===== src/rtl/math_expr_pkg.sv =====
// rtl/math_expr_pkg.sv - shared constants, result-width helper and tag type for math_expr_sched
// Purpose: pipeline latency, result width function and the tag-pipe entry type.
// Ports: none (package).
package math_expr_pkg;

  // Latency of the math_expression core, start to valid.
  localparam int LAT = 4;

  // Tag id field is sized for the largest supported requester count (16).
  localparam int TAG_IDW = 4;

  // Result width of the core for operand width w.
  function automatic int qw(input int w);
    return 2 * w + 4;
  endfunction

  typedef struct packed {
    logic               v;
    logic [TAG_IDW-1:0] id;
  } tag_t;

endpackage


===== src/rtl/math_expr_sched_rr_arbiter.sv =====
// rtl/math_expr_sched_rr_arbiter.sv - combinational round-robin arbiter
// Purpose: pick the first requester at or after ptr, wrapping modulo NREQ.
// Ports:
//   req     per-requester request
//   ptr     highest-priority index this cycle
//   en      grant enable
//   gnt     one-hot grant (zero when en low or no request)
//   winner  index of the granted requester (0 when no grant)
module rr_arbiter #(
  parameter int NREQ = 4,
  parameter int IDW  = $clog2(NREQ)
) (
  input  logic [NREQ-1:0] req,
  input  logic [IDW-1:0]  ptr,
  input  logic            en,
  output logic [NREQ-1:0] gnt,
  output logic [IDW-1:0]  winner
);

  logic found;

  // Two ascending passes: indices >= ptr first, then the wrapped ones below ptr.
  always_comb begin
    gnt    = '0;
    winner = '0;
    found  = 1'b0;
    for (int i = 0; i < NREQ; i++) begin
      if (en && !found && req[i] && (IDW'(i) >= ptr)) begin
        found  = 1'b1;
        gnt[i] = 1'b1;
        winner = IDW'(i);
      end
    end
    for (int i = 0; i < NREQ; i++) begin
      if (en && !found && req[i] && (IDW'(i) < ptr)) begin
        found  = 1'b1;
        gnt[i] = 1'b1;
        winner = IDW'(i);
      end
    end
  end

endmodule


===== src/rtl/math_expression.sv =====
// rtl/math_expression.sv - 4-stage pipeline computing q = ((3c+1)(a-b) - 4d) >>> 1
// Purpose: shared arithmetic core; one operand set accepted per cycle, result LAT cycles later.
// Ports:
//   clk             clock
//   rst             synchronous active-high reset
//   start           operand set valid this cycle
//   a, b, c, d      signed W-bit operands
//   valid           result strobe, LAT cycles after start
//   q               signed QW-bit result
module math_expression
  import math_expr_pkg::*;
#(
  parameter int W  = 32,
  parameter int QW = qw(W)
) (
  input  logic                 clk,
  input  logic                 rst,
  input  logic                 start,
  input  logic signed [W-1:0]  a,
  input  logic signed [W-1:0]  b,
  input  logic signed [W-1:0]  c,
  input  logic signed [W-1:0]  d,
  output logic                 valid,
  output logic signed [QW-1:0] q
);

  // Stage 1: a-b needs W+1 bits, 3c+1 and 4d need W+2 bits.
  logic signed [W:0]     diff1;
  logic signed [W+1:0]   tc1;
  logic signed [W+1:0]   d4_1;
  // Stage 2: product of W+2 and W+1 bit signed values fits 2W+3 bits.
  logic signed [2*W+2:0] prod2;
  logic signed [W+1:0]   d4_2;
  // Stage 3: difference fits QW = 2W+4 bits.
  logic signed [QW-1:0]  s3;
  logic [2:0]            vpipe;

  always_ff @(posedge clk) begin
    if (rst) begin
      diff1 <= '0;
      tc1   <= '0;
      d4_1  <= '0;
      prod2 <= '0;
      d4_2  <= '0;
      s3    <= '0;
      q     <= '0;
      vpipe <= '0;
      valid <= 1'b0;
    end else begin
      diff1 <= (W+1)'(a) - (W+1)'(b);
      tc1   <= ((W+2)'(c) <<< 1) + (W+2)'(c) + (W+2)'(1);
      d4_1  <= (W+2)'(d) <<< 2;
      prod2 <= (2*W+3)'(tc1) * (2*W+3)'(diff1);
      d4_2  <= d4_1;
      s3    <= QW'(prod2) - QW'(d4_2);
      q     <= s3 >>> 1;
      vpipe <= {vpipe[1:0], start};
      valid <= vpipe[2];
    end
  end

endmodule


===== src/rtl/math_expr_sched.sv =====
// rtl/math_expr_sched.sv - round-robin scheduler sharing one math_expression core among NREQ requesters
// Purpose: grants one operand set per cycle, tags it with the requester index, routes the result back.
// Ports:
//   clk, reset            clock; asynchronous active-low reset
//   en                    grant enable
//   req                   per-requester request, held until granted
//   op_a..op_d            packed operands, slice i belongs to requester i
//   gnt                   one-hot combinational grant
//   rsp_valid             one-hot one-cycle result strobe
//   rsp_q, rsp_id         result and its owner index (zero when no result)
//   inflight, busy        issued-but-unreturned count and its nonzero flag
//   err                   sticky tag/core valid mismatch
module math_expr_sched
  import math_expr_pkg::*;
#(
  parameter int W    = 32,
  parameter int NREQ = 4,
  parameter int IDW  = $clog2(NREQ)
) (
  input  logic                    clk,
  input  logic                    reset,
  input  logic                    en,
  input  logic [NREQ-1:0]         req,
  input  logic [NREQ*W-1:0]       op_a,
  input  logic [NREQ*W-1:0]       op_b,
  input  logic [NREQ*W-1:0]       op_c,
  input  logic [NREQ*W-1:0]       op_d,
  output logic [NREQ-1:0]         gnt,
  output logic [NREQ-1:0]         rsp_valid,
  output logic signed [qw(W)-1:0] rsp_q,
  output logic [IDW-1:0]          rsp_id,
  output logic [2:0]              inflight,
  output logic                    busy,
  output logic                    err
);

  localparam int QW = qw(W);

  // Core reset synchronizer: core stays in reset until two edges after release.
  logic [1:0] rst_sync;
  logic       core_rst;

  always_ff @(posedge clk or negedge reset) begin
    if (!reset) begin
      rst_sync <= '0;
    end else begin
      rst_sync <= {rst_sync[0], 1'b1};
    end
  end

  assign core_rst = ~rst_sync[1];

  logic [IDW-1:0] rr_ptr;
  logic [IDW-1:0] winner;
  logic           arb_en;
  logic           transfer;

  assign arb_en = en & ~core_rst;

  rr_arbiter #(
    .NREQ (NREQ),
    .IDW  (IDW)
  ) u_arb (
    .req    (req),
    .ptr    (rr_ptr),
    .en     (arb_en),
    .gnt    (gnt),
    .winner (winner)
  );

  assign transfer = |gnt;

  logic signed [W-1:0] sel_a, sel_b, sel_c, sel_d;

  always_comb begin
    sel_a = '0;
    sel_b = '0;
    sel_c = '0;
    sel_d = '0;
    for (int i = 0; i < NREQ; i++) begin
      if (gnt[i]) begin
        sel_a = op_a[i*W +: W];
        sel_b = op_b[i*W +: W];
        sel_c = op_c[i*W +: W];
        sel_d = op_d[i*W +: W];
      end
    end
  end

  logic                 core_valid;
  logic signed [QW-1:0] core_q;

  math_expression #(
    .W  (W),
    .QW (QW)
  ) u_core (
    .clk   (clk),
    .rst   (core_rst),
    .start (transfer),
    .a     (sel_a),
    .b     (sel_b),
    .c     (sel_c),
    .d     (sel_d),
    .valid (core_valid),
    .q     (core_q)
  );

  // Tag pipe tracks the core pipeline one-for-one; stage LAT-1 aligns with core valid.
  tag_t tags [LAT];
  tag_t last;
  logic retire;
  logic fire;
  logic mismatch;

  always_ff @(posedge clk or negedge reset) begin
    if (!reset) begin
      for (int i = 0; i < LAT; i++) begin
        tags[i] <= '0;
      end
    end else begin
      tags[0] <= '{v: transfer, id: TAG_IDW'(winner)};
      for (int i = 1; i < LAT; i++) begin
        tags[i] <= tags[i-1];
      end
    end
  end

  assign last   = tags[LAT-1];
  assign retire = last.v;
  // While the core is held in reset its valid is meaningless; ignore it.
  assign fire     = last.v & core_valid & ~core_rst;
  assign mismatch = (last.v != core_valid) & ~core_rst;

  assign rsp_valid = fire ? ({{(NREQ-1){1'b0}}, 1'b1} << last.id) : '0;
  assign rsp_id    = fire ? IDW'(last.id) : '0;
  assign rsp_q     = fire ? core_q : '0;

  always_ff @(posedge clk or negedge reset) begin
    if (!reset) begin
      rr_ptr   <= '0;
      inflight <= '0;
      err      <= 1'b0;
    end else begin
      if (transfer) begin
        rr_ptr <= (winner == IDW'(NREQ - 1)) ? '0 : winner + IDW'(1);
      end
      unique case ({transfer, retire})
        2'b10:   inflight <= inflight + 3'd1;
        2'b01:   inflight <= inflight - 3'd1;
        default: inflight <= inflight;
      endcase
      if (mismatch) begin
        err <= 1'b1;
      end
    end
  end

  assign busy = (inflight != 3'd0);

endmodule


===== config.mk =====
export PLATFORM = sky130hd
export DESIGN_NAME = math_expr_sched
export DESIGN_NICKNAME = d
export VERILOG_FILES = /design/src/rtl/math_expr_pkg.sv /design/src/rtl/math_expr_sched_rr_arbiter.sv /design/src/rtl/math_expression.sv /design/src/rtl/math_expr_sched.sv
export SDC_FILE = /design/constraint.sdc
export NUM_CORES = 2
export LEC_CHECK = 0
export ABC_AREA = 1
export BUFFER_PORTS_ARGS = -buffer_cell sky130_fd_sc_hd__buf_2
export CAP_MARGIN = 20
export CORE_MARGIN = 1
export CORE_UTILIZATION = 26
export CTS_CLUSTER_SIZE = 40
export DETAILED_ROUTE_END_ITERATION = 7
export GPL_TIMING_DRIVEN = 1
export SLEW_MARGIN = 20
export SYNTH_ARGS = -nofsm -noshare
export SYNTH_HDL_FRONTEND = slang
export SYNTH_HIERARCHICAL = 1
export SYNTH_SLANG_ARGS = --single-unit

===== constraint.sdc =====
create_clock -name clk -period 13.8 [get_ports clk]
set_clock_uncertainty 0.1 [all_clocks]
set_input_delay 0.69 -clock clk [delete_from_list [all_inputs] [get_ports clk]]
set_output_delay 0.69 -clock clk [all_outputs]
set_load 0.05 [all_outputs]

; After elaboration in Yosys (flattened, before gate mapping)
; Cells that the tools add are included.
[op_classes]
multipliers = 1
magnitude_cmp = 8
addsub = 7
muxes = 42
n_bitwise = 4
shift = 1
reduce_logical = 33
n_eq_ne = 4
[ops]
columns = op, n
row1 = 32-bit 2-to-1 mux, 16
row2 = 68-bit 2-to-1 mux, 1
row3 = 67-bit by 34-bit subtractor with 68-bit output, 1
row4 = 34-bit by 33-bit multiplier with 67-bit output, 1
row5 = 33-bit by 32-bit adder with 34-bit output, 1
row6 = "34-bit by 2-bit adder with 34-bit output, second input constant", 1
row7 = 32-bit by 32-bit subtractor with 33-bit output, 1
row8 = 1-bit logical AND, 23
row9 = 2-bit 2-to-1 mux, 8
row10 = 1-bit 2-to-1 mux, 15
row11 = 1-bit logical NOT, 7
row12 = 3-bit case mux with 2 select lines, 1
row13 = 1-bit bitwise AND, 4
row14 = "2-bit equality test, second input constant", 2
row15 = "1-bit by 2-bit greater-or-equal comparator with 1-bit output, first input constant", 2
row16 = "2-bit greater-or-equal comparator, first input constant", 2
row17 = "1-bit by 2-bit < comparator with 1-bit output, first input constant", 2
row18 = "2-bit < comparator, first input constant", 2
row19 = 4-bit 2-to-1 mux, 1
row20 = 4-bit OR reduction, 1
row21 = "1-bit by 2-bit left shift with 4-bit output, first input constant", 1
row22 = "3-bit by 1-bit adder with 3-bit output, second input constant", 1
row23 = 3-bit nonzero test, 1
row24 = "3-bit by 1-bit subtractor with 3-bit output, second input constant", 1
row25 = 4 further kinds, 4
[word_totals]
reg_bits = 361
wordCells = 122

; Logic depth before layout (Yosys ltp)
[logic_depth]
word_depth = 42
depth_mapped = 34

; Cells and area by module
; The synthesis kept the hierarchy.
[by_module_without_submodules]
columns = module, instances, seq_area_each_um2, area_each_um2, cells_each
row1 = math_expression, 1, 6706.4, 60506.8, 8266
row2 = math_expr_sched, 1, 500.5, 5972.0, 1334
row3 = rr_arbiter, 1, 0.0, 166.4, 36

; Least setup slack after synthesis
; Ideal clock, no wire load.
[synth_timing]
path_kind = register to register
startpoint = reg u_core.tc1[33]
endpoint = reg u_core.prod2[62]
stages_incl_launch_ff = 25
period_less_slack_ns = 7.291
arrival_ns = 7.076
required_ns = 13.585
path_slack_ns = 6.509
setup_ns = 0.115
cell_sequence = dfxtp_1 clkbuf_1 clkbuf_1 nand2_1 inv_1 fa_1 fa_1 fa_1 fa_1 inv_1 fa_1 fa_1 fa_1 fa_1 inv_1 ha_1 nand2_1 nor2_1 inv_1 nor3_1 nand2_1 nor2_1 nand2_1 a21oi_1 nor2_1
[synth_via]
elab_chain_len = 1
[synth_lines]
columns = item, line_no
row1 = start: declaration, math_expression.sv:29  ; logic signed [W+1:0] tc1;
row2 = start signal: assignment, math_expression.sv:51  ; tc1 <= ((W+2)'(c) <<< 1) + (W+2)'(c) + (W+2)'(1);
row3 = 34-bit by 33-bit multiplier with 67-bit output, math_expression.sv:53  ; prod2 <= (2*W+3)'(tc1) * (2*W+3)'(diff1);
row4 = end signal: assignment, math_expression.sv:53
row5 = end: declaration, math_expression.sv:32  ; logic signed [2*W+2:0] prod2;
; Every way passes these cells.
; A chain may end at the register's enable or synchronous reset.

; Worst setup path after layout
[layout_timing]
startpoint = reg u_core.tc1[14]
endpoint = reg u_core.prod2[27]
; Same word-level chain as after synthesis.

==> results.md <==
- The maximum clock frequency is roughly 130 MHz.
- Compared with the post-synthesis result, the final layout area differs by 11.4%.
- The post-CTS clock slew at the launch and capture registers of the worst setup and hold paths is roughly 0.06 ns.
- The initial antenna violation count came to 15.
- The TritonCTS clock tree is done.
- The fraction of layout cells with a size suffix above 1 is approximately 8.4%.
- The final wirelength is around 220 mm.
- The library cell appearing most often on the critical path is fa_1.
- The final critical delay including setup and external delays is about 8 ns.
- After the first detailed-routing iteration, the DRC count stood at about 4800.
- The sequential area share after synthesis is a little over a tenth.
- The synthesized design contains 355 register bits.
- From bottom edge to top edge, the die measures between 500 and 600 um.
- Setup repair after global routing left no endpoint under its margin.
- The first-pass GRT wire length is between 300 and 400 mm.
- The floorplan row count is 185.
- The largest net degree at the start of global routing is 112.
- The initial utilization of the core area, before any placement, comes to 26.2%.
- In the layout the commonest cells are 2628 x nand2_1, 2496 x inv_1, 1179 x fa_1, 967 x nor2_1, 601 x buf_2.
- CTS saw around 360 sinks.
- Input and output buffers added on the ports amount to 601.
- After global routing the overflow that remains totals 0.
- Once the clock tree was built, the resizer swapped 0 gates to a different size.
- The clock reaches the later pin of the worst-skew pair after approximately 0.63 ns.
- The half-perimeter wire length of the detailed placement result is between 150 and 200 mm.
- The number of nets handed over by synthesis was roughly 12000.
- The via total after detailed routing is 59000.
- The number of failing hold endpoints at the final stage is 0.
- STA puts the critical path data arrival time at 8.25 ns.
- In the routed layout, each cell is associated on average with a via count of 4.42.
- The tool flagged a number of max-cap violations equal to 0.
- Yosys mapped a number of flops with a built-in enable equal to 0.
- The number of placed I/O pins is 602.
- The die extent in x is around 500 um.
- The path class of the tightest hold or removal check is flip-flop to flip-flop.
- The die covers 258000 um^2.
- The placeable core region is between 200000 and 300000 um^2.
- The post-synthesis cell type count is 48.
- The signal on the critical path passes through buf_4 > nand2_1 > fa_1 > fa_1 > fa_1 > inv_1 > fa_1 > inv_1 > fa_1 > inv_1 > fa_1 > fa_1 > inv_1 > fa_1 > inv_1 > ha_1 > nand2_1 > nor2_1 > nand2_1 > nor2_1 > nand2_1 > nand3_1 > o21ai_0 > a21oi_1.
- The sort of element at the start of the critical path is a flip-flop.
- By area the synthesized netlist is led by fa_1 35%, nand2_1 15%, inv_1 14%.
- The top cell type's share of synthesized area is between 30% and 40%.
- STA puts the critical path data required time at approximately 14 ns.
- The dominant cell type by area after synthesis is fa_1.
- The count of nets left with antenna violations once routing finished came out at 0.
- The number of slew-limit violations in the final report came to 0.
- The critical path class is flip-flop to flip-flop.
- The slew at the pin closest to its max-slew limit is between 1 and 1.5 ns.
- The synthesized instance count is 9636.
- For this run, the leading register cell type out of synthesis is dfxtp_1.
- The worst-case headroom to the max-slew limit is about a quarter.
- In the final layout, flip-flops and latches occupy slightly above 7000 um^2.
- The post-synthesis instance area is 66600 um^2.
- During synthesis, Yosys emitted a total of 6 warnings.
- The cell at the root of the clock tree is clkbuf_16.
- After detailed routing, the number of remaining DRC violations is 0.
- The depth of the CTS H-tree is 2.
- The routability-driven placement congestion ratio is approximately 0.96.
- Counting the fill cells in the layout gives ~28000.
- The run finished with clean final reports.
- The library cell used most frequently in the layout, excluding fill and tap cells, is nand2_1.
- On the worst path, the slowest cell contributes a delay of 0.81 ns.
- The total global-route track usage is between 10% and 20%.
- For this run, asynchronously set or reset flops after synthesis account for ~5.6%.
- The number of iterations in the first detailed-routing pass is 6.
- The aggregate negative setup slack is 0 ns.
- The average wire length per cell after detail routing is 16.6 um.
- The worst-path maximum fanout is 18.
- The slowest stage of the critical path is the dfxtp_1 cell.
- The number of buffers added by the clock tree synthesis step is 38.
- The footprint of the multi-input gates is just under 50000 um^2.
- The synthesized area per cell is roughly 6.9 um^2.
- The longest clock path from root to sink contains 3 buffers.
- The number of global-route vias before repair is between 50000 and 60000.
- The total number of nets in the final design is roughly 12000.
- Dividing the final minimum period by the clock period gives between 50% and 60%.
- The kind of capture point of the worst setup path is a flip-flop.
- Setup violations remaining at the end of the flow were counted as 0.
cell usage after synthesis, drive strengths merged, types with 2 or more instances:
cell type,instances
and3,3
nand3,283
nand4,34
dfrtp,20
xnor2,11
xor2,8
nor2,986
a21boi,9
o21ai,180
nor3,43
nand2,2653
o31ai,2
dfxtp,335
o21a,44
buf,110
and2,5
fa,1180
a31oi,11
or2,9
o211ai,6
o21bai,36
nor4,11
inv,2504
a21oi,477
a21o,16
clkbuf,301
nand3b,4
ha,351
per-layer routing:
metal,GRT usage [%],wire length (um),up-vias
met4,3.84,4940,4
met3,2.14,14800,245
met1,24.3,104000,28400
met5,0,46,-
li1,-,-,28400
met2,27.7,98400,2029
stage by stage:
step / area, um^2 / hold WS, ns / cells / setup WS (ns) / utilization [%]
2_1_floorplan: 66600 / 0.231 / 9636 / 6.51 / -
3_3_place_gp: 72800 / 0.233 / 13300 / 5.67 / 28.6
3_5_place_dp: 72800 / 0.235 / 13300 / 5.69 / 28.6
4_1_cts: 74200 / 0.251 / 13300 / 5.67 / 29.2
5_1_grt: 74200 / 0.253 / 13400 / 5.44 / 29.2
6_report: 74200 / 0.247 / 13400 / 5.91 / 29.2
worst paths after layout:
kind                                          endpoint  cells past startpoint  slack [ns]                       from
min reg2reg                         tags[11]$_DFF_PN0_                      0        0.25         tags[16]$_DFF_PN0_
min in group asynchronous      inflight[2]$_DFFE_PN0P_                      2        0.50                      reset
max in group asynchronous              err$_DFFE_PN0P_                      2       12.78                      reset
max                        u_core/prod2[27]$_SDFF_PP0_                     24        5.91  u_core/tc1[14]$_SDFF_PP0_
min                                 tags[11]$_DFF_PN0_                      0        0.25         tags[16]$_DFF_PN0_
max reg2reg                u_core/prod2[27]$_SDFF_PP0_                     24        5.91  u_core/tc1[14]$_SDFF_PP0_
logic make-up (layout without fill, tap and decap cells):
group,after synthesis,count (layout),synth area share [%]
simple gates,4033,4033,23.9
flops,355,355,10.8
compound gates,782,782,6.38
other cells,1,7,0.00563
xor+xnor,19,19,0.250
fa+ha+maj,1531,1531,42.0
buf+inv,2915,3257,16.7
flip-flops by register name, indices dropped and copies added (netlist names):
register	count
u_core/q	67
u_core/d4_1	32
inflight	3
u_core/diff1	33
u_core/prod2	66
u_core/valid	1
last	2
u_core/d4_2	32
tags	9
err	1
u_core/vpipe	3
u_core/s3	67
rst_sync	2
u_core/tc1	34
retire	1
rr_ptr	2
critical path: cells and delay by family, from the launching register on:
family | cells | cell delay, ns
adder cells (fa/ha/maj) | 9 | 4.35
AND/OR/NAND/NOR | 7 | 1.24
buffers and inverters | 6 | 0.68
AO/OA/AOI/OAI | 2 | 0.52
flip-flops | 1 | 0.81
cell type report:
type                            instances  share of cell area [%]
Inverter                             2504                    12.7
Tap cell                             3366                    5.67
Sequential cell                       355                    9.72
Clock inverter                         23                   0.450
Timing Repair Buffer                  683                    4.88
Multi-Input combinational cell       6366                    65.1
Clock buffer                           47                    1.42
Antenna cell                            6                  0.0202
timing repair:
item	CTS	global route
hold endpoints to repair	20	0
buffers inserted	0	0
hold buffers	1	0
Power is left out: the tool's default activity adds up to more than one toggle a clock period on the data nets, which glitch-free logic cannot reach.
